## src/rtl/cv32e40px_rf_write_arbiter.sv

```systemverilog
// ---------------------------------------------------------------------------
// cv32e40px_rf_write_arbiter
//
// Arbitrates register-file write requests from three producers
// (0 = ALU, 1 = LSU, 2 = FPU/X-if) onto two registered write ports (A, B).
//
// Ports
//   clk          : clock, all state updates on the rising edge
//   rst_n        : asynchronous active-low reset
//   req_valid_i  : [r] write request present
//   req_addr_i   : [r] destination register (bit 5 selects the FP bank)
//   req_data_i   : [r] write data
//   req_ready_o  : [r] combinational grant, handshake = valid & ready
//   waddr_a_o / wdata_a_o / we_a_o : registered write port A (W1)
//   waddr_b_o / wdata_b_o / we_b_o : registered write port B (W2)
//   busy_o       : registered, a valid request went ungranted last cycle
// ---------------------------------------------------------------------------
module cv32e40px_rf_write_arbiter #(
  parameter int ADDR_WIDTH   = 6,
  parameter int DATA_WIDTH   = 32,
  parameter int STARVE_LIMIT = 4
) (
  input  logic                                 clk,
  input  logic                                 rst_n,
  input  logic [2:0]                           req_valid_i,
  input  logic [2:0][ADDR_WIDTH-1:0]           req_addr_i,
  input  logic [2:0][DATA_WIDTH-1:0]           req_data_i,
  output logic [2:0]                           req_ready_o,
  output logic [ADDR_WIDTH-1:0]                waddr_a_o,
  output logic [DATA_WIDTH-1:0]                wdata_a_o,
  output logic                                 we_a_o,
  output logic [ADDR_WIDTH-1:0]                waddr_b_o,
  output logic [DATA_WIDTH-1:0]                wdata_b_o,
  output logic                                 we_b_o,
  output logic                                 busy_o
);

  localparam logic [2:0] LIMIT = 3'(STARVE_LIMIT);

  // Round-robin pointer: 0 -> requester 1 has the turn, 1 -> requester 2.
  logic                  r_rr_is2;
  logic [2:0]            r_cnt1;
  logic [2:0]            r_cnt2;
  logic                  r_we_a;
  logic                  r_we_b;
  logic [ADDR_WIDTH-1:0] r_waddr_a;
  logic [ADDR_WIDTH-1:0] r_waddr_b;
  logic [DATA_WIDTH-1:0] r_wdata_a;
  logic [DATA_WIDTH-1:0] r_wdata_b;
  logic                  r_busy;

  logic [2:0]            w_boost;
  logic [1:0]            w_first;
  logic [1:0]            w_second;
  logic [1:0]            w_ord [5];
  logic [4:0]            w_ord_en;
  logic [1:0]            w_idx;
  logic [2:0]            w_grant;
  logic                  w_use_a;
  logic                  w_use_b;
  logic [1:0]            w_sel_a;
  logic [1:0]            w_sel_b;

  assign w_boost  = {r_cnt2 == LIMIT, r_cnt1 == LIMIT, 1'b0};
  assign w_first  = r_rr_is2 ? 2'd2 : 2'd1;
  assign w_second = r_rr_is2 ? 2'd1 : 2'd2;

  // Priority walk: boosted requesters (round-robin order), then requester 0,
  // then non-boosted requesters (round-robin order). Each requester is
  // enabled in exactly one of the five slots.
  always_comb begin
    w_ord[0]    = w_first;
    w_ord[1]    = w_second;
    w_ord[2]    = 2'd0;
    w_ord[3]    = w_first;
    w_ord[4]    = w_second;
    w_ord_en[0] = w_boost[w_first];
    w_ord_en[1] = w_boost[w_second];
    w_ord_en[2] = 1'b1;
    w_ord_en[3] = !w_boost[w_first];
    w_ord_en[4] = !w_boost[w_second];
  end

  // Address-0 writes are acknowledged without consuming a port. Port B only
  // fills after port A, so comparing against A's address alone prevents a
  // same-address dual write.
  always_comb begin
    w_grant = '0;
    w_use_a = 1'b0;
    w_use_b = 1'b0;
    w_sel_a = 2'd0;
    w_sel_b = 2'd0;
    w_idx   = 2'd0;
    for (int i = 0; i < 5; i++) begin
      w_idx = w_ord[i];
      if (rst_n && w_ord_en[i] && req_valid_i[w_idx]) begin
        if (req_addr_i[w_idx] == '0) begin
          w_grant[w_idx] = 1'b1;
        end else if (!w_use_a) begin
          w_use_a        = 1'b1;
          w_sel_a        = w_idx;
          w_grant[w_idx] = 1'b1;
        end else if (!w_use_b && (req_addr_i[w_idx] != req_addr_i[w_sel_a])) begin
          w_use_b        = 1'b1;
          w_sel_b        = w_idx;
          w_grant[w_idx] = 1'b1;
        end
      end
    end
  end

  assign req_ready_o = w_grant;

  always_ff @(posedge clk or negedge rst_n) begin
    if (!rst_n) begin
      r_rr_is2  <= 1'b0;
      r_cnt1    <= '0;
      r_cnt2    <= '0;
      r_we_a    <= 1'b0;
      r_we_b    <= 1'b0;
      r_waddr_a <= '0;
      r_waddr_b <= '0;
      r_wdata_a <= '0;
      r_wdata_b <= '0;
      r_busy    <= 1'b0;
    end else begin
      r_we_a <= w_use_a;
      r_we_b <= w_use_b;
      if (w_use_a) begin
        r_waddr_a <= req_addr_i[w_sel_a];
        r_wdata_a <= req_data_i[w_sel_a];
      end
      if (w_use_b) begin
        r_waddr_b <= req_addr_i[w_sel_b];
        r_wdata_b <= req_data_i[w_sel_b];
      end
      r_busy <= |(req_valid_i & ~w_grant);
      if (w_grant[w_first]) begin
        r_rr_is2 <= ~r_rr_is2;
      end
      // Saturating wait counters; cleared whenever the requester is idle or served.
      if (!req_valid_i[1] || w_grant[1]) begin
        r_cnt1 <= '0;
      end else if (r_cnt1 != 3'd7) begin
        r_cnt1 <= r_cnt1 + 3'd1;
      end
      if (!req_valid_i[2] || w_grant[2]) begin
        r_cnt2 <= '0;
      end else if (r_cnt2 != 3'd7) begin
        r_cnt2 <= r_cnt2 + 3'd1;
      end
    end
  end

  assign we_a_o    = r_we_a;
  assign we_b_o    = r_we_b;
  assign waddr_a_o = r_waddr_a;
  assign waddr_b_o = r_waddr_b;
  assign wdata_a_o = r_wdata_a;
  assign wdata_b_o = r_wdata_b;
  assign busy_o    = r_busy;

endmodule

```

## config.mk

```make
export PLATFORM = sky130hd
export DESIGN_NAME = cv32e40px_rf_write_arbiter
export DESIGN_NICKNAME = d
export VERILOG_FILES = /design/src/rtl/cv32e40px_rf_write_arbiter.sv
export SDC_FILE = /design/constraint.sdc
export NUM_CORES = 1
export LEC_CHECK = 0
export BUFFER_PORTS_ARGS = -buffer_cell sky130_fd_sc_hd__buf_2
export CAP_MARGIN = 15
export CORE_ASPECT_RATIO = 0.7
export CORE_MARGIN = 4
export CORE_UTILIZATION = 35
export DETAILED_ROUTE_END_ITERATION = 8
export PLACE_DENSITY = 0.67
export REMOVE_ABC_BUFFERS = 1
export SETUP_SLACK_MARGIN = 0.5
export SYNTH_ARGS = -nofsm -noshare
export SYNTH_HDL_FRONTEND = slang
export SYNTH_SLANG_ARGS = --single-unit
```

## constraint.sdc

```tcl
create_clock -name clk -period 6.11 [get_ports clk]
set_input_delay 0.611 -clock clk [delete_from_list [all_inputs] [get_ports clk]]
set_output_delay 0.611 -clock clk [all_outputs]
set_load 0.02 [all_outputs]
```

=== Yosys cells after proc, flatten, opt, wreduce, memory -nomap -nowiden ===
Cells that the tools add are included.

* Reduce and logical (&&, ||, !) cells: 29
* Eq/ne operators: 8
* Bitwise operators: 6
* Order comparisons: 10
* Muxes and demuxes: 113
* $add $sub $neg: 2

{| class="wikitable"
|+ Operators with widths
! cell !! count
|-
| $bmux W32 S2 || 2
|-
| $bmux W6 S2 || 8
|-
| $mux W2 || 32
|-
| $mux W32 || 2
|-
| $mux W3 || 17
|-
| $mux W6 || 8
|-
| $mux W1 || 37
|-
| $lt A2 B3 Y1 const B || 8
|-
| $ne A6 B6 Y1 || 4
|-
| $logic_not A6 Y1 || 3
|-
| $logic_and A1 B1 Y1 || 14
|-
| $bmux W1 S2 || 5
|-
| $or A3 B3 Y3 || 3
|-
| $logic_not A1 Y1 || 7
|-
| $add A3 B1 Y3 const B || 2
|-
| $eq A3 B3 Y1 const B || 2
|-
| $ne A3 B3 Y1 const B || 2
|-
| $demux W1 S2 || 2
|-
| $ge A2 B1 Y1 const B || 2
|-
| $reduce_bool A2 Y1 || 2
|-
| $and A3 B3 Y3 || 1
|-
| $not A3 Y3 || 1
|-
| $reduce_or A3 Y1 || 1
|-
| $logic_or A1 B1 Y1 || 2
|-
| $not A1 Y1 || 1
|}

* Logic and storage cells: 178
* Output and inout port bits: 82
* Register bits after elaboration: 86
* Input port bits: 119

=== Depth between registers and ports, before layout ===
* Depth after elaboration: 34
* Gate-level depth with buffers: 15
* Mapped depth without buffers: 12

=== Worst setup path after synthesis ===
No wires, ideal clock.

* Kind: input-to-output
* Start point: in req_addr_i[15] in the netlist's numbering
* End point: out req_ready_o[1]
* Cell stages on the path: 11
* Data arrival time: 2841 ps
* Setup slack: 2658 ps
* Path buffers: 2
* Required time: 5499 ps
* Path through: buf_2 -> nor3_4 -> a22oi_1 -> o21ai_4 -> buf_4 -> a21oi_1 -> o2111ai_1 -> and3_1 -> nor2_1 -> a311oi_2 -> a22oi_1

* Cells in the longest elaborated chain, start to end: 30
* Elaborated cells between the ends (all ways): 69
* Classes of those cells: eq/ne: 4; mux: 55; bitwise: 2; reduce/logical: 8

{| class="wikitable"
|+ Ends and longest elaborated chain
! item !! RTL line !! text
|-
| start, declared || 26 || <nowiki>input logic [2:0][ADDR_WIDTH-1:0] req_addr_i,</nowiki>
|-
| $bmux W6 S2 || 97, 103 ||
|-
| $mux W6 (implied by the code) || 97, 103 ||
|-
| $logic_not A6 Y1 || 97 || <nowiki>if (req_addr_i[w_idx] == '0) begin</nowiki>
|-
| $mux W2 || 97 ||
|-
| $mux W2 || 96 || <nowiki>if (rst_n && w_ord_en[i] && req_valid_i[w_idx]) begin</nowiki>
|-
| $bmux W6 S2 || 103 || <nowiki>end else if (!w_use_b && (req_addr_i[w_idx] != req_addr_i[w_sel_a])) begin</nowiki>
|-
| $mux W6 (implied by the code) || 103 ||
|-
| $ne A6 B6 Y1 || 103 ||
|-
| [... 14 more ...] || - ||
|-
| $mux W1 || 97 ||
|-
| $mux W1 || 96 ||
|-
| $logic_not A1 Y1 || 103 ||
|-
| $logic_and A1 B1 Y1 || 103 ||
|-
| $mux W3 || 103 ||
|-
| $mux W3 || 99 || <nowiki>end else if (!w_use_a) begin</nowiki>
|-
| $mux W3 || 97 ||
|-
| $mux W3 * || 96 ||
|-
| end, declared || 28 || <nowiki>output logic [2:0] req_ready_o,</nowiki>
|}

Mark *: on every way between the ends. The rest lies on a longest branch, timed or not. The select of a mux whose other input is x is not followed.

=== Worst setup path after layout ===
* Start point: reg r_rr_is2
* End point: out req_ready_o[2]

* Cells in the longest elaborated chain, start to end: 31
* Elaborated cells between the ends (all ways): 101
* Classes of those cells: order compare: 4; eq/ne: 4; mux: 70; bitwise: 3; reduce/logical: 20

{| class="wikitable"
|+ Ends and longest elaborated chain
! item !! RTL line !! text
|-
| start, declared || 41 || <nowiki>logic r_rr_is2;</nowiki>
|-
| start signal, assigned || 139 || <nowiki>r_rr_is2 <= ~r_rr_is2;</nowiki>
|-
| $mux W2 || 65 || <nowiki>assign w_first = r_rr_is2 ? 2'd2 : 2'd1;</nowiki>
|-
| $bmux W6 S2 / $bmux W1 S2 (equally long branches) || - ||
|-
| $mux W6 (implied by the code) / $mux W1 (equally long branches) || - ||
|-
| $logic_not A6 Y1 / $logic_and A1 B1 Y1 (equally long branches) || 97, 96 ||
|-
| $mux W2 / $logic_and A1 B1 Y1 (equally long branches) || 97, 96 ||
|-
| $mux W2 || 96 ||
|-
| $bmux W6 S2 || 103 ||
|-
| $mux W6 (implied by the code) || 103 ||
|-
| [... 15 more ...] || - ||
|-
| $mux W1 || 97 ||
|-
| $mux W1 || 96 ||
|-
| $logic_not A1 Y1 || 103 ||
|-
| $logic_and A1 B1 Y1 || 103 ||
|-
| $mux W3 || 103 ||
|-
| $mux W3 || 99 ||
|-
| $mux W3 || 97 ||
|-
| $mux W3 * || 96 ||
|}

Marks and branches as above.

==> flow_metrics.env <==
export IMPL_status="completed"
export IMPL_ys_flop_type="dfrtp_1"
export IMPL_dr_wl_met3_um=2140
export IMPL_final_area_um2=7620
export IMPL_synth_cell_types=76
export IMPL_setup_tns_final_ps=0
export IMPL_powerDensity_nw_per_um2=454
export IMPL_crit_path_max_fanout=25
export IMPL_cts_sinks=86
export IMPL_synth_edf_count=0
export IMPL_fmax_mhz=203
export IMPL_rows=40
export IMPL_avgSynthCellArea_um2=8.43
export IMPL_wirelength_um=21700
export IMPL_cts_made_buffers=9
export IMPL_core_um2=17400
export IMPL_grt_overflow=0
export IMPL_post_cts_buffers=0
export IMPL_clockBufferDepth=2
export IMPL_die_w_um=168
export IMPL_cts_resized=0
export IMPL_grt_setup_unrepaired="no"
export IMPL_wl_met1_um=10300
export IMPL_h_tree_depth=3
export IMPL_async_flop_share_pct=100
export IMPL_ys_seq_elements=86
export IMPL_tightest_slew_ps=1060
export IMPL_worstPathRequired_ps=5500
export IMPL_wl_per_cell_um=19.1
export IMPL_die_area_um2=20200
export IMPL_final_setup_viol_count=0
export IMPL_dp_cells=1122
export IMPL_synthTopCellsByArea="dfrtp_1 (34%), nand2_1 (7.0%), nor2_1 (4.5%)"
export IMPL_clkSlewWorstSetupHoldPaths_ps=70
export IMPL_area_growth_pct=21.4
export IMPL_clk_insertion_delay_late_ps=340
export IMPL_netlist_top_cells_count="nand2_1 (117), dfrtp_1 (86), nor2_1 (75)"
export IMPL_critPathArrivalTime_ps=4320
export IMPL_critical_path_class="register to output pin"
export IMPL_n_antenna_cell=0
export IMPL_p_leak_nw=3.60
export IMPL_drtAntennaViolNets=0
export IMPL_gp_congestion=0.948
export IMPL_synth_cells=744
export IMPL_hp_class="input port to asynchronous set/reset pin"
export IMPL_yosys_cell_count_top_type="nand2_1"
export IMPL_syn_cell_area_um2=6270
export IMPL_reg2regPathDepth=12
export IMPL_cts_root_buffer="clkbuf_16"
export IMPL_drive_gt1_share_pct=31.2
export IMPL_grt_max_degree=60
export IMPL_via_count=6441
export IMPL_cp_startpoint="r_rr_is2"
export IMPL_worstReg2RegEnd="waddr_b_o[4]"
export IMPL_cts_tree="built"
export IMPL_fin_cells=1138
export IMPL_fin_skew_ps=11.3
export IMPL_fp_dieH_um=120
export IMPL_period_share_pct=80.8
export IMPL_synth_largest_area_cell="dfrtp_1"
export IMPL_slew_viol_final=0
export IMPL_hpwl_um=15400
export IMPL_grt_pass1_wl_um=34000
export IMPL_hold_viol=0
export IMPL_port_buffer_count=200
export IMPL_antenna_found_initial=0
export IMPL_drv_cap=0
export IMPL_drt_initial_drc_count=688
export IMPL_grtUsageTotal_pct=20.8
export IMPL_grt_pass1_vias=6123
export IMPL_io_pins=201
export IMPL_final_util_pct=43.9
export IMPL_power_mw=3.46
export IMPL_ir_drop_mv=0.202
export IMPL_drc_errors=0
export IMPL_synth_top_area_share_pct=34.3
export IMPL_timing_rr_start="r_rr_is2"
export IMPL_dr_wl_met2_um=9040
export IMPL_via_per_inst=5.66
export IMPL_max_slew_margin_rel_pct=29.6
export IMPL_cts_hold_buf=0
export IMPL_top_layer_used="met4"
export IMPL_period_minus_slack_ps=4930
export IMPL_r2r_slack_ps=1250
export IMPL_drt_pass1_iter_count=5
export IMPL_crit_path_end_kind="output pin"
export IMPL_start_util_pct=36.1
export IMPL_startpoint_type="register"
export IMPL_final_net_count=1027
export IMPL_synth_sequential_area_ratio_pct=34.3
export IMPL_post_dp_cell_area_um2=7310
export IMPL_yosys_warnings=0
worst max path at each step:
| stage | endpoint | slack (ps) | cells past startpoint |
|---|---|---|---|
| after global placement | waddr_b_o[4] | 1410 | 12 |
| after CTS | req_ready_o[2] | 1240 | 11 |
| after global routing | req_ready_o[2] | 970 | 11 |
| after floorplan | wdata_a_o[10] | 1010 | 6 |
| after detailed placement | waddr_b_o[4] | 1380 | 12 |
| final | req_ready_o[2] | 1180 | 11 |
layer usage:
layer	GRT usage [%]	vias to the layer above
li1	-	3017
met2	29.8	332
met1	31.4	3066
met4	4.61	0
met5	0	-
met3	5.27	26
sequential cells by signal (all words and copies together), names as in the netlist:
signal     cells
we_a_o         1
waddr_a_o      6
we_b_o         1
wdata_a_o     32
wdata_b_o     32
waddr_b_o      6
r_cnt2         3
r_rr_is2       1
busy_o         1
r_cnt1         3
metrics by stage:
step	hold WS, ps	setup WS [ps]
global placement	456	1410
finish	226	1180
floorplan	315	1010
CTS	225	1240
detailed placement	456	1380
global route	247	965
cells by family (layout without fill, tap and decap cells):
logic type / Yosys count / after routing / share of synthesized area (%)
AO/OA/AOI/OAI: 250 / 250 / 32.1
AND/OR/NAND/NOR: 247 / 247 / 17.7
buffers and inverters: 118 / 281 / 9.13
flip-flops: 86 / 86 / 34.3
multiplexers: 20 / 20 / 3.21
XOR/XNOR: 17 / 17 / 2.37
adder cells (fa/ha/maj): 6 / 6 / 1.20
final cells by class:
class,count,area [um2]
multi-input combinational,540,3580
timing repair buffer,212,1090
clock inverter,6,67.6
fill,1743,9750
sequential,86,2150
tap,231,289
clock buffer,10,239
inverter,53,199
placed cells by master (no fill, tap or decap), types with 3 or more instances in the layout:
cell       synthesis  final
buf_2             26    199
nand2_1          117    117
dfrtp_1           86     86
nor2_1            75     73
inv_1             53     53
a21oi_1           41     41
o21ai_0           33     33
a22oi_1           33     32
o41ai_1           27     27
o211ai_2          21     21
mux2i_1           19     19
o211ai_1          18     18
nor3_1            16     16
buf_4              2     13
xor2_1            10     10
o221ai_1           9      9
o2bb2ai_1          9      9
clkbuf_16          0      9
xnor2_1            7      7
nand4_1            6      6
ha_1               6      6
nand3_1            6      5
o22ai_1            5      5
nand2b_1           4      4
nor4_1             4      4
a211oi_1           4      4
a22oi_2            3      4
nor2b_1            3      3
a31oi_1            3      3
o32ai_1            3      3
a211o_1            3      3
or3_1              3      3
critical path, cell delays in order, from the launching register on:
cell       delay, ps
dfrtp_1         1010
buf_4            340
and3_1           200
o211a_1          270
o21ai_2          250
o2111ai_2        400
o32ai_1          160
a211o_1          270
or3_1            350
a311oi_2         330
o211ai_2         200
buf_2            200
power breakdown:
| group | switching, mW | leakage, nW | total [mW] | internal, mW |
|---|---|---|---|---|
| Clock | 0.243 | 0.145 | 0.573 | 0.331 |
| Sequential | 0.179 | 1.06 | 1.01 | 0.832 |
| Combinational | 1.22 | 2.39 | 1.88 | 0.658 |
| Total | 1.64 | 3.60 | 3.46 | 1.82 |
Power figures use the tool's default switching activity.
